**src/rtl/tree_adder_procedural.sv**
```systemverilog
// tree_adder_procedural: two-stage registered adder tree, sum3 = (a+b) + (c+d) at full width.
// Stage 1 registers a+b and c+d; stage 2 registers their sum one cycle later.
module tree_adder_procedural #(
    parameter int AW = 4,
    parameter int CW = 8
) (
    input  logic          clk,
    input  logic          reset,
    input  logic          in_valid,
    input  logic [AW-1:0] a,
    input  logic [AW-1:0] b,
    input  logic [CW-1:0] c,
    input  logic [CW-1:0] d,
    output logic [AW:0]   sum1,
    output logic [CW:0]   sum2,
    output logic          sum12_valid,
    output logic [CW+1:0] sum3,
    output logic          sum3_valid
);
    always_ff @(posedge clk or posedge reset)
        if (reset) begin
            sum1        <= '0;
            sum2        <= '0;
            sum12_valid <= 1'b0;
            sum3        <= '0;
            sum3_valid  <= 1'b0;
        end else begin
            if (in_valid) begin
                sum1 <= {1'b0, a} + {1'b0, b};
                sum2 <= {1'b0, c} + {1'b0, d};
            end
            sum12_valid <= in_valid;
            // stage 2 consumes the stage-1 registers, so it trails by exactly one edge
            if (sum12_valid)
                sum3 <= {{(CW+1-AW){1'b0}}, sum1} + {1'b0, sum2};
            sum3_valid <= sum12_valid;
        end
endmodule

```
**config.mk**
```make
export PLATFORM = sky130hd
export DESIGN_NAME = tree_adder_procedural
export DESIGN_NICKNAME = d
export VERILOG_FILES = /design/src/rtl/tree_adder_procedural.sv
export SDC_FILE = /design/constraint.sdc
export NUM_CORES = 1
export LEC_CHECK = 0
export BUFFER_PORTS_ARGS = -buffer_cell sky130_fd_sc_hd__buf_2
export CAP_MARGIN = 20
export CORE_MARGIN = 4
export CORE_UTILIZATION = 55
export DETAILED_ROUTE_END_ITERATION = 12
export GPL_ROUTABILITY_DRIVEN = 0
export PLACE_DENSITY = 0.85
export RECOVER_POWER = 100
export SYNTH_ARGS = -nofsm -noshare
export SYNTH_HDL_FRONTEND = slang
export SYNTH_SLANG_ARGS = --single-unit
export TNS_END_PERCENT = 20
```
**constraint.sdc**
```tcl
create_clock -name clk -period 3.9 [get_ports clk]
set_input_delay 0.585 -clock clk [delete_from_list [all_inputs] [get_ports clk]]
set_output_delay 0.585 -clock clk [all_outputs]
set_load 0.05 [all_outputs]
```
After elaboration in Yosys (flattened, before gate mapping). Cells that the tools add are included.

$add $sub $neg: 3. Reductions and logical operators: 0. Divide/modulo/power cells: 0. Bitwise operators: 0. Muxes and demuxes: 0. Multiply operators: 0. Equal/unequal tests: 0. Shift operators: 0. $lt $le $gt $ge: 0.

Operator list (count): 5-bit by 9-bit adder with 10-bit output (1); 8-bit by 8-bit adder with 9-bit output (1); 4-bit by 4-bit adder with 5-bit output (1).

Memories: 0. ROM bits: 0. Word-level logic and storage cells: 8. Register bits after elaboration: 26. Input bits: 27. RAM bits: 0. Bits in latches: 0.

Longest topological paths before layout.
Depth in word-level cells: 1. Depth in mapped cells: 7. Depth with buffers taken out: 7.

Worst setup path before layout. Ideal clock, no wire load.

Path kind: input to register. Start: input port c[0]. End: register sum2[6]. Path buffers: 0. Data arrival time: 2.075 ns. Cell stages on the path: 6. Data required time: 3.769 ns. Setup slack: 1.694 ns. Path through: ha_1 fa_1 a211o_1 a21oi_2 nor4_1 or3_1.

Word-level cells in the longest chain between the ends: 1.

Ends and longest elaborated chain: start, declared (line 12) `input logic [CW-1:0] c,`; 8-bit by 8-bit adder with 9-bit output (line 30) `sum2 <= {1'b0, c} + {1'b0, d};`; end signal, assigned (line 30); end, declared (line 15) `output logic [CW:0] sum2,`.

Every way passes these cells. A chain may end at the register's enable or synchronous reset.

Final worst setup path. Same ends and word-level chain as after synthesis.

==> flow_summary_export.csv <==
group,metric,value,unit
timing,drv_slew,0,
timing,final.setup_skew,4.102,ps
hold_path,hold_path_class,"in -> async",
job,max_cap_viol_count,0,
yosys,ys.flop_type,"dfrtp_1",
yosys,synthCells,167,
layout,final_cell_mix,"28 x clkbuf_1, 26 x dfrtp_1, 25 x buf_2",
yosys,netlist_top_cells_area,"dfrtp_1 38%, ha_1 13%, mux2_2 6.0%, fa_1 3.5%, a21oi_1 2.7%",
setup_path,slowest_stage,"fa_1",
floorplan,coreArea,0.002853,sq mm
clocking,clkLatencyLatePin,310,ps
setup_path,crit_path_cell_trace,"buf_2 -> ha_1 -> fa_1 -> a211o_1 -> a21oi_1 -> nor4_1 -> or3_1",
floorplan,start_util,0.5943,
floorplan,floorplan.rows,19,
yosys,syn-num-nets,214,
timing,rsz0062_at_grt,"no",
place,place_area,0.001976,sq mm
setup_path,worst-path-buf-inv,1,
status,status,"complete, no violations",
floorplan,die_area,0.004035,sq mm
clocking,cts_buffer_depth,2,
timing,tightest_slew,1023,ps
timing,fin_crit_sh,0.5544,
layout,design_area,0.001964,sq mm
yosys,synth_top_area_cell,"dfrtp_1",
pwr,finalPower,0.001064,W
timing,setup_viol,0,
routing,drt-initial-drc-count,63,
routing,routed_wl,3.765,mm
setup_path,path_delay_family,"adder cells",
setup_path,cp.required,4110,ps
yosys,ys_async_sr_fraction,1.000,
routing,vias,1476,
routing,wl_per_cell,15.06,um
place,dp.cells,246,
global_routing,grt_pass1_wl,6.327,mm
routing,ant_nets,0,
layout,fin_nets,268,
global_routing,grt_start_max_net_pins,27,
layout,synthToLayoutAreaGrowth,15.87,%
global_routing,grt_pass1_vias,1499,
yosys,ys_types,45,
yosys,syn_area,0.001695,sq mm
yosys,ys_seq_area_frac,0.3838,
clocking,cts.sinks,26,
setup_path,worstSetupEndpointType,"flop",
clocking,clkTransAtPathRegs,130,ps
floorplan,die_h,63.52,um
floorplan,io_pins,53,
place,dp_hpwl,3.060,mm
timing,max_slew_margin,0.3179,
global_routing,grt_usage,0.1923,
timing,hold_violations,0,
setup_path,path_max_fanout,3,
clocking,cts_tree,"yes",
pwr,power_density,541.9,mW/mm^2
global_routing,grt_overflow_total,0,
routing,viasPerCell,5.904,
setup_path,critPathMaxStageDelay,430,ps
setup_path,arrival,2370,ps
pwr,ir_worst_vdd,0.0001880,V
yosys,synth_warnings,0,
timing,period_minus_slack,2162,ps
clocking,numCtsBuffers,3,
setup_path,criticalPathCategory,"in -> reg",
layout,drive_gt1_frac,0.1735,
clocking,clockRootBuffer,"clkbuf_4",
clocking,ctsHoldBuffers,0,
clocking,cts_resized,0,
yosys,synth_top_area_share,0.3838,
timing,max_freq,462.5,MHz
routing,drt_pass1_iterations,6,
yosys,synth_area_per_cell,10.15,sq um
yosys,ys_seq_elements,26,
global_routing,antenna_found_initial,0,
timing,setup_tns,0,ps
routing,drc,0,
place,port_buffers,52,
clocking,post_cts_buffers,0,
layout,layout_commonest_cell,"clkbuf_1",
floorplan,die_x,63.52,um
setup_path,cp-start-kind,"primary input",
pwr,p_leak,0.8976,nW
layout,stdcell_count,250,
clocking,htreeDepth,1,
yosys,synth_edf_count,0,
layout,antenna_cells,0,
through the flow:
| stage | setup slack [ps] | utilization | hold slack (ps) |
|---|---|---|---|
| after CTS | 1815 | 0.7004 | 497.2 |
| after global placement | 1535 | 0.6925 | 473.7 |
| after detailed placement | 1467 | 0.6925 | 491.5 |
| after floorplan | 1694 | - | 616.4 |
| final | 1738 | 0.6886 | 253.3 |
| after global routing | 1622 | 0.6886 | 287.5 |
cell type report:
cell class                 count  area (sq um)
sequential                    26         650.6
timing repair buffer          53         230.2
multi-input combinational    126         980.9
fill                         247         888.4
inverter                      11         41.29
tap                           31         38.79
clock buffer                   3         22.52
worst reg2reg max path: stages, from the launching register on:
cell and delay [ps]:
dfrtp_1 420, ha_1 240, fa_1 400, a21o_1 200, a311oi_1 310, or3_1 150
a31oi_1 70
synthesized netlist by cell type, types with 2 or more instances:
cell type / count
dfrtp_1: 26
ha_1: 17
inv_1: 11
nand2_1: 11
a21oi_1: 9
mux2_2: 9
nor2_1: 9
nand3_1: 6
o21ai_0: 6
or3_1: 5
a211oi_1: 4
a21o_1: 4
xnor2_1: 4
fa_1: 3
a221oi_1: 2
a311oi_1: 2
a31oi_1: 2
buf_2: 2
nand2b_1: 2
nand4b_1: 2
nor3_1: 2
nor4_1: 2
o211ai_1: 2
o21a_1: 2
o21bai_1: 2
o2bb2ai_1: 2
layer usage:
| layer | routed length [um] | up-vias | GRT usage | share of wire |
|---|---|---|---|---|
| met2 | 1948 | 55 | 0.3481 | 0.52 |
| li1 | - | 727 | - | - |
| met5 | 0 | - | 0 | 0 |
| met1 | 1615 | 690 | 0.2308 | 0.43 |
| met3 | 181 | 4 | 0.03375 | 0.048 |
| met4 | 19 | 0 | 0.05660 | 0.0050 |
cells by family (layout without fill, tap and decap cells):
kind of cell    Yosys count  after routing  share of synthesized area
buf+inv                  15             67                    0.03542
xor+xnor                  5              5                    0.02583
compound gates           47             47                     0.1971
simple gates             45             45                     0.1373
fa+ha+maj                20             20                     0.1609
flops                    26             26                     0.3838
mux                       9              9                    0.05978
power breakdown:
| part | switching (W) | internal [W] | total [W] |
|---|---|---|---|
| clock | 0.0000722 | 0.0000361 | 0.000108 |
| sequential | 0.0000593 | 0.000335 | 0.000394 |
| combinational | 0.000404 | 0.000158 | 0.000562 |
| total | 0.000536 | 0.000529 | 0.00106 |
final timing paths:
path / slack [ps] / endpoint / from / cells after the start
min reg2reg: 520 / sum3[1] / sum3[1] / 1
min: 250 / sum3[3] / reset / 2
max reg2reg: 1970 / sum3[8] / sum1[0] / 6
min in group clk: 520 / sum3[1] / sum3[1] / 1
max in group asynchronous: 2660 / sum2[5] / reset / 3
max: 1740 / sum2[6] / c[0] / 7
registers in the layout, summed over array words and instances, names as in the netlist:
signal,cells
sum12_valid,1
sum2,9
sum3,10
sum3_valid,1
sum1,5
(Power assumes the default switching activity.)
